==> src/rtl/bipolar_pkg.sv <==
// Shared types and constants for the two's-to-bipolar converter and the bit-plane sequencer.
package bipolar_pkg;

    typedef enum logic [1:0] {
        IDLE  = 2'd0,
        DRIVE = 2'd1,
        WAIT  = 2'd2
    } seq_state_t;

    localparam int DEF_IN_BITS   = 4;
    localparam int DEF_NUM_LANES = 32;

    // Index width for a plane counter over n planes; never narrower than one bit.
    function automatic int bit_idx_w(input int n);
        return (n <= 2) ? 1 : $clog2(n);
    endfunction

endpackage

==> src/rtl/bipolar_bitplane_sequencer_select.sv <==
// Combinational bit-plane extraction: picks bit idx of every lane's p/n word and flags an empty plane.
module bitplane_select #(
    parameter int numLanes = 32,
    parameter int outBits  = 3,
    parameter int idxW     = 2
) (
    input  logic [numLanes-1:0][outBits-1:0] vec_p,
    input  logic [numLanes-1:0][outBits-1:0] vec_n,
    input  logic [idxW-1:0]                  idx,
    output logic [numLanes-1:0]              plane_p,
    output logic [numLanes-1:0]              plane_n,
    output logic                             all_zero
);

    always_comb begin
        plane_p = '0;
        plane_n = '0;
        for (int l = 0; l < numLanes; l++) begin
            plane_p[l] = vec_p[l][idx];
            plane_n[l] = vec_n[l][idx];
        end
        all_zero = ~|{plane_p, plane_n};
    end

endmodule

==> src/rtl/bipolar_bitplane_sequencer.sv <==
// Drives bipolar p/n words onto wordline pairs one bit-plane at a time (MSB first) with a one-deep pending slot.
// Optional BIPOLAR_SEQ_ZERO_SKIP_EN: all-zero planes are skipped without a wl_valid strobe or macro wait.
module bipolar_bitplane_sequencer
    import bipolar_pkg::*;
#(
    parameter  int inBits   = DEF_IN_BITS,
    parameter  int numLanes = DEF_NUM_LANES,
    localparam int outBits  = inBits - 1,
    localparam int idxW     = bit_idx_w(outBits)
) (
    input  logic                             clk,
    input  logic                             rst,
    input  logic                             in_valid,
    output logic                             in_ready,
    input  logic [numLanes-1:0][outBits-1:0] in_p,
    input  logic [numLanes-1:0][outBits-1:0] in_n,
    output logic [numLanes-1:0]              wl_p,
    output logic [numLanes-1:0]              wl_n,
    output logic                             wl_valid,
    output logic [idxW-1:0]                  bit_idx,
    output logic                             plane_last,
    input  logic                             macro_done,
    output logic                             busy,
    output logic                             vec_done
);

    localparam logic [idxW-1:0] LAST_IDX = idxW'(outBits - 1);

    seq_state_t                      state_q, state_d;
    logic [idxW-1:0]                 bit_q, bit_d;
    logic [numLanes-1:0][outBits-1:0] act_p_q, act_p_d, act_n_q, act_n_d;
    logic [numLanes-1:0][outBits-1:0] pend_p_q, pend_p_d, pend_n_q, pend_n_d;
    logic                            act_v_q, act_v_d, pend_v_q, pend_v_d;
    logic [numLanes-1:0]             wl_p_q, wl_p_d, wl_n_q, wl_n_d;
    logic                            wl_valid_q, wl_valid_d;
    logic                            plane_last_q, plane_last_d;
    logic                            busy_q, busy_d;
    logic                            vec_done_q, vec_done_d;
    logic                            xfer, drain;
    logic [numLanes-1:0]             sel_p, sel_n;
    logic                            sel_zero;

    assign in_ready = ~pend_v_q & ~rst;
    assign xfer     = in_valid & in_ready;

    // Next control and storage state
    always_comb begin
        state_d    = state_q;
        bit_d      = bit_q;
        act_p_d    = act_p_q;
        act_n_d    = act_n_q;
        act_v_d    = act_v_q;
        pend_p_d   = pend_p_q;
        pend_n_d   = pend_n_q;
        pend_v_d   = pend_v_q;
        vec_done_d = 1'b0;
        drain      = 1'b0;

        case (state_q)
            IDLE: begin
                if (xfer) begin
                    act_p_d = in_p;
                    act_n_d = in_n;
                    act_v_d = 1'b1;
                    bit_d   = LAST_IDX;
                    state_d = DRIVE;
                end
            end
            DRIVE: begin
                state_d = WAIT;
`ifdef BIPOLAR_SEQ_ZERO_SKIP_EN
                if (~|{wl_p_q, wl_n_q}) begin
                    if (bit_q != '0) begin
                        bit_d   = bit_q - 1'b1;
                        state_d = DRIVE;
                    end else begin
                        drain = 1'b1;
                    end
                end
`endif
            end
            WAIT: begin
                if (macro_done) begin
                    if (bit_q != '0) begin
                        bit_d   = bit_q - 1'b1;
                        state_d = DRIVE;
                    end else begin
                        drain = 1'b1;
                    end
                end
            end
            default: state_d = IDLE;
        endcase

        // Finishing the last plane hands over to the pending vector, or to one arriving this cycle.
        if (drain) begin
            vec_done_d = 1'b1;
            if (pend_v_q) begin
                act_p_d  = pend_p_q;
                act_n_d  = pend_n_q;
                pend_v_d = 1'b0;
                bit_d    = LAST_IDX;
                state_d  = DRIVE;
            end else if (xfer) begin
                act_p_d = in_p;
                act_n_d = in_n;
                bit_d   = LAST_IDX;
                state_d = DRIVE;
            end else begin
                act_v_d = 1'b0;
                state_d = IDLE;
            end
        end else if (xfer && state_q != IDLE) begin
            pend_p_d = in_p;
            pend_n_d = in_n;
            pend_v_d = 1'b1;
        end
    end

    bitplane_select #(
        .numLanes (numLanes),
        .outBits  (outBits),
        .idxW     (idxW)
    ) u_select (
        .vec_p    (act_p_d),
        .vec_n    (act_n_d),
        .idx      (bit_d),
        .plane_p  (sel_p),
        .plane_n  (sel_n),
        .all_zero (sel_zero)
    );

    // Registered outputs are computed from the next state so they line up with it.
    always_comb begin
        wl_valid_d = (state_d == DRIVE);
`ifdef BIPOLAR_SEQ_ZERO_SKIP_EN
        if (sel_zero) begin
            wl_valid_d = 1'b0;
        end
`endif
        wl_p_d       = (state_d == IDLE) ? '0 : sel_p;
        wl_n_d       = (state_d == IDLE) ? '0 : sel_n;
        plane_last_d = (state_d != IDLE) && (bit_d == '0);
        busy_d       = act_v_d;
    end

`ifndef BIPOLAR_SEQ_ZERO_SKIP_EN
    logic unused_sel_zero;
    assign unused_sel_zero = sel_zero;
`endif

    always_ff @(posedge clk or posedge rst) begin
        if (rst) begin
            state_q      <= IDLE;
            bit_q        <= '0;
            act_p_q      <= '0;
            act_n_q      <= '0;
            act_v_q      <= 1'b0;
            pend_p_q     <= '0;
            pend_n_q     <= '0;
            pend_v_q     <= 1'b0;
            wl_p_q       <= '0;
            wl_n_q       <= '0;
            wl_valid_q   <= 1'b0;
            plane_last_q <= 1'b0;
            busy_q       <= 1'b0;
            vec_done_q   <= 1'b0;
        end else begin
            state_q      <= state_d;
            bit_q        <= bit_d;
            act_p_q      <= act_p_d;
            act_n_q      <= act_n_d;
            act_v_q      <= act_v_d;
            pend_p_q     <= pend_p_d;
            pend_n_q     <= pend_n_d;
            pend_v_q     <= pend_v_d;
            wl_p_q       <= wl_p_d;
            wl_n_q       <= wl_n_d;
            wl_valid_q   <= wl_valid_d;
            plane_last_q <= plane_last_d;
            busy_q       <= busy_d;
            vec_done_q   <= vec_done_d;
        end
    end

    assign wl_p       = wl_p_q;
    assign wl_n       = wl_n_q;
    assign wl_valid   = wl_valid_q;
    assign bit_idx    = bit_q;
    assign plane_last = plane_last_q;
    assign busy       = busy_q;
    assign vec_done   = vec_done_q;

endmodule

==> config.mk <==
export PLATFORM = sky130hd
export DESIGN_NAME = bipolar_bitplane_sequencer
export DESIGN_NICKNAME = d
export VERILOG_FILES = /design/src/rtl/bipolar_pkg.sv /design/src/rtl/bipolar_bitplane_sequencer_select.sv /design/src/rtl/bipolar_bitplane_sequencer.sv
export SDC_FILE = /design/constraint.sdc
export NUM_CORES = 1
export LEC_CHECK = 0
export BUFFER_PORTS_ARGS = -buffer_cell sky130_fd_sc_hd__buf_2
export CORE_ASPECT_RATIO = 1.1
export CORE_MARGIN = 2
export CORE_UTILIZATION = 25
export CTS_CLUSTER_SIZE = 30
export DETAILED_ROUTE_END_ITERATION = 10
export GPL_TIMING_DRIVEN = 0
export SLEW_MARGIN = 20
export SYNTH_ARGS = -nofsm -noshare
export SYNTH_HDL_FRONTEND = slang
export SYNTH_SLANG_ARGS = --single-unit
==> constraint.sdc <==
create_clock -name clk -period 17.25 [get_ports clk]
set_clock_uncertainty 0.15 [all_clocks]
set_input_delay 0.8625 -clock clk [delete_from_list [all_inputs] [get_ports clk]]
set_output_delay 0.8625 -clock clk [all_outputs]
set_load 0.05 [all_outputs]
== Word level (Yosys, flattened, before mapping) ==
Cells that the tools add are included.

* $add $sub $neg: 1
* $mul: 0
* Div/mod/pow operators: 0
* Magnitude comparators: 1
* Equality and inequality tests: 3
* Shifts and indexed selects: 0
* Mux-type cells: 165
* Bitwise logic cells: 5
* Reductions and logical operators: 10

{| class="wikitable"
|+ Operators with widths
! kind !! count
|-
| $mux 96 || 10
|-
| $bmux 1 s2 || 64
|-
| $mux 1 || 77
|-
| $mux 32 || 2
|-
| $mux 2 || 10
|-
| $reduce_bool 2->1 || 4
|-
| $logic_not 2->1 || 3
|-
| $pmux 2 s3 || 1
|-
| $eq 2x1->1 const B || 2
|-
| $pmux 2 s2 || 1
|-
| $lt 2x3->1 const B || 1
|-
| $not 1->1 || 3
|-
| $and 1x1->1 || 2
|-
| $eq 2x2->1 const B || 1
|-
| $logic_and 1x1->1 || 2
|-
| $reduce_and 2->1 || 1
|-
| $sub 2x1->2 const B || 1
|}

* Register bits: 457
* Bits in latches: 0
* Memory bits (writable): 0
* ROM bits: 0
* Input port bits: 196
* Word-level logic and storage cells: 322
* Memories kept: 0

== Logic depth before layout (Yosys ltp) ==
Gate-level depths: netlist of run 1.

* Depth after elaboration: 11
* Gate-level depth with buffers: 10
* Depth with buffers taken out: 6

== Modules after synthesis ==
From an unflattened synthesis of run 1, not the netlist that was laid out.

* Cell total of the unflattened synthesis: 2257
* Area, all modules: 24268.3 µm²

{| class="wikitable"
|+ By module, submodules not included
! module !! instances !! cells an instance !! area an instance (µm²) !! seq. area each (µm²)
|-
| bipolar_bitplane_sequencer || 1 || 2086 || 22805.6 || 11436.0
|-
| bitplane_select || 1 || 171 || 1462.7 || 0.0
|}

== Worst setup path after synthesis of run 1 ==
No wires, ideal clock.

* Kind: register to output
* Start point: reg pend_v_q
* End point: out in_ready
* Arrival time: 1.745 ns
* Required time: 16.238 ns
* Slack: 14.492 ns
* Stages on the path, launching flop included: 6
* Buffers on the path: 4
* Cells stage by stage: dfrtp_1 buf_6 clkbuf_1 clkbuf_1 buf_1 nor2_1

* Cells in the longest elaborated chain, start to end: 2

{| class="wikitable"
|+ Ends and longest elaborated chain
! what !! line !! text
|-
| start: declaration || bipolar_bitplane_sequencer.sv:33 || <nowiki>logic act_v_q, act_v_d, pend_v_q, pend_v_d;</nowiki>
|-
| start signal: assignment || bipolar_bitplane_sequencer.sv:176 || <nowiki>pend_v_q <= pend_v_d;</nowiki>
|-
| $not 1->1 || bipolar_bitplane_sequencer.sv:43 || <nowiki>assign in_ready = ~pend_v_q & ~rst;</nowiki>
|-
| $and 1x1->1 || bipolar_bitplane_sequencer.sv:43 ||
|-
| end: declaration || bipolar_bitplane_sequencer.sv:14 || <nowiki>output logic in_ready,</nowiki>
|}

No other way between the ends.

== Worst setup path in the final report of run 1 ==
Ends and elaborated chain as after synthesis.

==> reports/metrics.cfg, run 1 <==
[timing]
rsz0062_at_grt=no
whs_ns=0.279
worst_pin_slew_ns=1.09
fin_crit_sh_pct=25.1
fin_ws_ns=12.92
fmax_ghz=0.231
period_needed_ns=4.33
drv_slew=0
max_slew_margin_pct=26.6
finalSetupViolCount=0
hold_viol_final=0
tns_ns=0

[logic_synthesis]
synth.mux.area_fraction_pct=18.6
synth_cells=2159
synth_compound_area_share_pct=22.0
yosysSeqAreaShare_pct=47.7
synthAdderAreaFrac_pct=0
yosysTopAreaCell=dfrtp_1
yosys-top-cells-area=dfrtp_1 (48%), mux2_2 (12%), mux2i_1 (6.5%)
ys_ff_latch=457
synth-warning-count=0
synth_nets=2355
synth_top_cell_area_share_pct=47.7
ys_types=54
yosys.area_share.simple_pct=6.94
syn_area_per_cell_um2=11.1
synthArstFlopShare_pct=100
ys.flop_type=dfrtp_1
syn_area_um2=24000
synth_edf_count=0
synth_top_family_by_area=compound AO/OA/AOI/OAI gates
synthXorXnorAreaFrac_pct=0
synth_commonest_cells=dfrtp_1 (457), mux2_2 (258), nand2_1 (158)
synth.most_common_cell=dfrtp_1

[die]
die_h_um=329
die_area_um2=98400
rows=119
core-area_um2=95400
fp.dieW_um=299
io_pins=267
start_util_pct=25.1

[layout]
synthToLayoutAreaGrowth_pct=20.2
final_nets=2678
drive_above_1_share_pct=29.4
fin_util_pct=30.2

[clock_tree]
hold_buffers=0
cts.sinks=457
cts_inserted_buffers=50
root_buffer=clkbuf_16
clk_latency_ns=0.61
cts_tree=yes
ctsLongestPathBuffers=3
path_clk_slew_ns=0.06
post_cts_buffers=0
htreeDepth=2
cts_resized=0

[power]
power.total_uw=5530
power_density_nw_per_um2=192
vdd_drop_max_uv=91.2
p_leak_uw=0.0132

[critical_path]
endpoint_kind=output port
cp-endpoint=in_ready
reg2reg_depth=8
rrSetupSlack_ns=13.18
arrival_ns=3.32
worstPathRequired_ns=16.24
critPathLaunchType=register
r2r_end=wl_p[5]
timing_worst_setup_path_type=register to output port
crit_start=pend_v_q
reg2reg_from=state_q[0]
crit_fanout=10

[grt]
grt_util_all_layers_pct=20.0
grt_antenna_before_repair=66
grt_pass1_wl_mm=144
first_global_vias=19900
grt_max_degree=100
grt_overflow=0

[place]
place_congestion=0.907
hpwl_mm=75.7
placement.io_buffers=266
dp_slack_ns=12.96

[routing]
routed-via-count=20700
routed_wl_mm=101
first_pass_iters=6
ant_nets=0
drc_errors=0
vias_per_cell=5.43
wl_per_cell_um=26.6
drt_iter0_drc=2133

[min_path]
hp-class=input pin to async pin

[job]
cap_viol_max_count=0

[outcome]
status=completed

[cell usage in the layout, fill, tap and decap left out, types with 25 or more instances in the layout]
cell / count
buf_2: 355
o2111ai_1: 67
o21a_1: 106
o21ai_0: 73
and2_1: 33
a21oi_1: 27
a211o_1: 85
clkbuf_1: 116
dfrtp_1: 457
and3_1: 85
o211ai_1: 105
nor2_1: 25
a22oi_1: 25
clkbuf_16: 51
inv_1: 38
a31oi_1: 65
nand2_1: 158
mux2_2: 258
mux2i_1: 156
[power by group]
part           leakage (µW)  switching [µW]  internal, µW
Combinational       0.00664            1640           939
Clock              0.000858             483           674
Sequential          0.00566             241          1560
Total                0.0132            2360          3170
[how the worst min path moves through the flow]
| stage | start | slack (ns) | end |
|---|---|---|---|
| 2_1_floorplan | pend_p_q[0] | 0.30 | act_p_q[0] |
| 3_3_place_gp | pend_p_q[0] | 0.31 | act_p_q[0] |
| 3_5_place_dp | pend_n_q[84] | 0.32 | act_n_q[84] |
| 4_1_cts | in_n[90] | 0.31 | pend_n_q[90] |
| 5_1_grt | in_p[6] | 0.33 | pend_p_q[6] |
| 6_report | rst | 0.28 | act_n_q[23] |
[worst max-delay path, cell delays in order (launching register included)]
cell and delay [ns]:
dfrtp_1 0.34, buf_6 0.19, clkbuf_1 0.45, clkbuf_1 0.55, buf_1 0.63, nor2_1 0.26
buf_2 0.28
[stage by stage]
step | area (µm²) | instances
after floorplan | 24000 | 2159
after global placement | 26900 | 3695
after detailed placement | 27000 | 3700
after CTS | 28800 | 3792
after global routing | 28800 | 3796
final | 28800 | 3809
[sequential cells by signal (all words and copies together) (netlist names)]
register / flops
act_n_q: 96
act_p_q: 96
pend_n_q: 96
pend_p_q: 96
wl_n: 32
wl_p: 32
bit_idx: 2
state_q: 2
busy: 1
pend_v_q: 1
plane_last: 1
vec_done: 1
wl_valid: 1
[cell type report]
class	count	area (µm²)
flip-flops and latches	457	11400
multi-input cells	1445	11400
diodes	17	42.5
plain buffers	215	978
clock inverters	26	358
inverters	42	165
repair buffers	271	1450
fillers	9881	66600
well taps	1270	1590
clock buffers	66	1380
[layer usage]
| layer | part of all wire [%] | wire length, µm | GRT usage [%] | up-vias |
|---|---|---|---|---|
| met5 | 0.21 | 208 | 0 | - |
| met4 | 4.0 | 4030 | 7.30 | 34 |
| met3 | 10 | 10300 | 5.86 | 233 |
| met2 | 46 | 46800 | 32.1 | 1063 |
| met1 | 39 | 40000 | 25.7 | 10500 |
| li1 | - | - | - | 8870 |
[cells by family after synthesis]
logic type | after synthesis
compound gates | 696
buf+inv | 257
flops | 457
mux | 414
simple gates | 335
(Power assumes the default switching activity.)
==> inputs of run 2 (changes only) <==
Clock period 17.25 ns to 3.7 ns, I/O delays scaled along.
==> run 2 against run 1 <==
Compared with the run above:
- the run now ends with negative setup slack left
- largest cell class unchanged
- critical endpoint is now wl_p[2]
- first-iteration DRC count rose by 6.4%
- critical path depth rose by 2
- power rose to 4.7 times the previous value
- sequential cell count did not move
- hold slack got worse by 0.11 ns
- final cell count rose by 5.2%
- largest power group unchanged
==> reports/metrics.cfg, run 2 (same netlist as run 1, synthesis figures left out) <==
[outcome]
status=complete, but fails checks
violations=negative setup slack

[die]
start_util_pct=25.1
io_pins=267
die_area_um2=98400
die_h_um=329
core-area_um2=95400
rows=119
fp.dieW_um=299

[routing]
first_pass_iters=8
routed_wl_mm=103
wl_per_cell_um=25.7
ant_nets=0
routed-via-count=21500
drt_iter0_drc=2269
vias_per_cell=5.36
drc_errors=0

[grt]
grt_max_degree=34
first_global_vias=21300
grt_antenna_before_repair=19
grt_util_all_layers_pct=20.4
grt_overflow=0
grt_pass1_wl_mm=147

[timing]
period_needed_ns=3.76
drv_slew=0
fin_crit_sh_pct=102
fmax_ghz=0.266
worst_pin_slew_ns=0.999
finalSetupViolCount=4
hold_viol_final=0
tns_ns=-0.154
fin_ws_ns=-0.0603
max_slew_margin_pct=33.1
rsz0062_at_grt=yes

[clock_tree]
clk_latency_ns=0.62
htreeDepth=2
cts.sinks=457
ctsLongestPathBuffers=3
cts_inserted_buffers=51
root_buffer=clkbuf_16
post_cts_buffers=0
cts_tree=yes
path_clk_slew_ns=0.06

[critical_path]
r2r_end=wl_p[2]
arrival_ns=4.06
endpoint_kind=register
reg2reg_depth=8
critPathLaunchType=register
crit_start=pend_v_q
worstPathRequired_ns=4.00
cp-endpoint=wl_p[2]
timing_worst_setup_path_type=register to register
reg2reg_from=pend_v_q
crit_fanout=10
rrSetupSlack_ns=-0.06

[layout]
drive_above_1_share_pct=27.9
instances_no_fill=4006
final_nets=2886
mostFrequentLayoutCells=dfrtp_1 (457), buf_2 (355), mux2_2 (258), dlygate4sd3_1 (194), nand2_1 (158)
layout_commonest_cell=dfrtp_1
synthToLayoutAreaGrowth_pct=29.0
final_area_um2=30900
n_fill_cell=9734

[power]
p_int_uw=14800
power_frac_comb_pct=47.4
p_leak_uw=0.0141
switching_share_pct=42.8
power_density_nw_per_um2=836
switching_power_uw=11100
vdd_drop_max_uv=357
pwr-share-clk_pct=20.1
power_frac_seq_pct=32.5

[place]
place_congestion=0.945
place_inst=3713
hpwl_mm=76.8
dpl-instance-area_um2=27300
placement.io_buffers=266

[job]
cap_viol_max_count=0

[min_path]
hp-class=input pin to async pin

==> run 2: changes by cell type in the layout (fill, tap and decap cells not counted), sizes merged, moves of 4 or more <==
cell,change
dlygate4sd3,+194
clkinvlp,+4
clkbuf,+7
buf,+13
bufinv,-5
diode,-11
==> run 2: worst max-delay path, cell delays in order (launching register included) <==
cell and delay, ns:
dfrtp_1 0.38, buf_6 0.17, nor3b_2 0.73, a22o_1 0.33
nor2_2 0.11, clkinv_1 0.20, clkbuf_1 0.51, o2111ai_1 0.44
a31oi_1 0.58
==> run 2: repair_timing <==
item,CTS,global route
endpoints found under the hold margin,463,0
setup endpoints to repair,6,6
hold buffers,194,0
gates resized for setup,3,6
==> run 2: worst min-delay path by stage <==
stage,from,to,slack (ns),cells past startpoint
final,rst,pend_p_q[13],0.17,3
after global routing,rst,act_p_q[21],0.19,3
after CTS,rst,pend_p_q[13],0.13,3
after detailed placement,rst,state_q[1],0.16,2
after global placement,in_n[90],pend_n_q[90],0.27,3
after floorplan,in_n[90],pend_n_q[90],0.15,2
==> run 2: routing by layer <==
metal / global-route usage, % / part of all wire, % / wire length, µm
met1: 26.7 / 41 / 41800
met2: 32.8 / 46 / 47400
met3: 4.56 / 9.4 / 9680
met4: 7.53 / 3.9 / 4070
met5: 0 / 0.097 / 100
==> run 2: through the flow <==
step	worst slack, ns	hold slack [ns]	power, µW	utilization, %
finish	-0.0603	0.173	25900	32.4
global placement	-6.10	0.268	19900	28.2
CTS	0.0147	0.127	25600	32.4
global route	-0.00518	0.187	27100	32.4
detailed placement	-0.136	0.157	20200	28.6
floorplan	-2.82	0.152	16100	-
==> run 2: power groups by stage <==
| stage | clock network, µW | logic, µW | registers (µW) |
|---|---|---|---|
| floorplan | 0 | 7350 | 8710 |
| global placement | 0 | 11500 | 8400 |
| detailed placement | 0 | 11700 | 8440 |
| CTS | 5260 | 12000 | 8370 |
| global route | 5470 | 13000 | 8640 |
| finish | 5200 | 12300 | 8410 |
==> run 2: cell type report <==
| class | instances | area, µm² | share of cell area, % |
|---|---|---|---|
| Sequential cell | 457 | 11400 | 37.0 |
| Multi-Input combinational cell | 1445 | 11400 | 36.9 |
| Timing Repair Buffer | 478 | 3660 | 11.8 |
| Tap cell | 1270 | 1590 | 5.14 |
| Clock buffer | 73 | 1500 | 4.85 |
| Buffer | 215 | 985 | 3.18 |
| Clock inverter | 20 | 176 | 0.570 |
| Inverter | 42 | 161 | 0.522 |
| Antenna cell | 6 | 15.0 | 0.0485 |
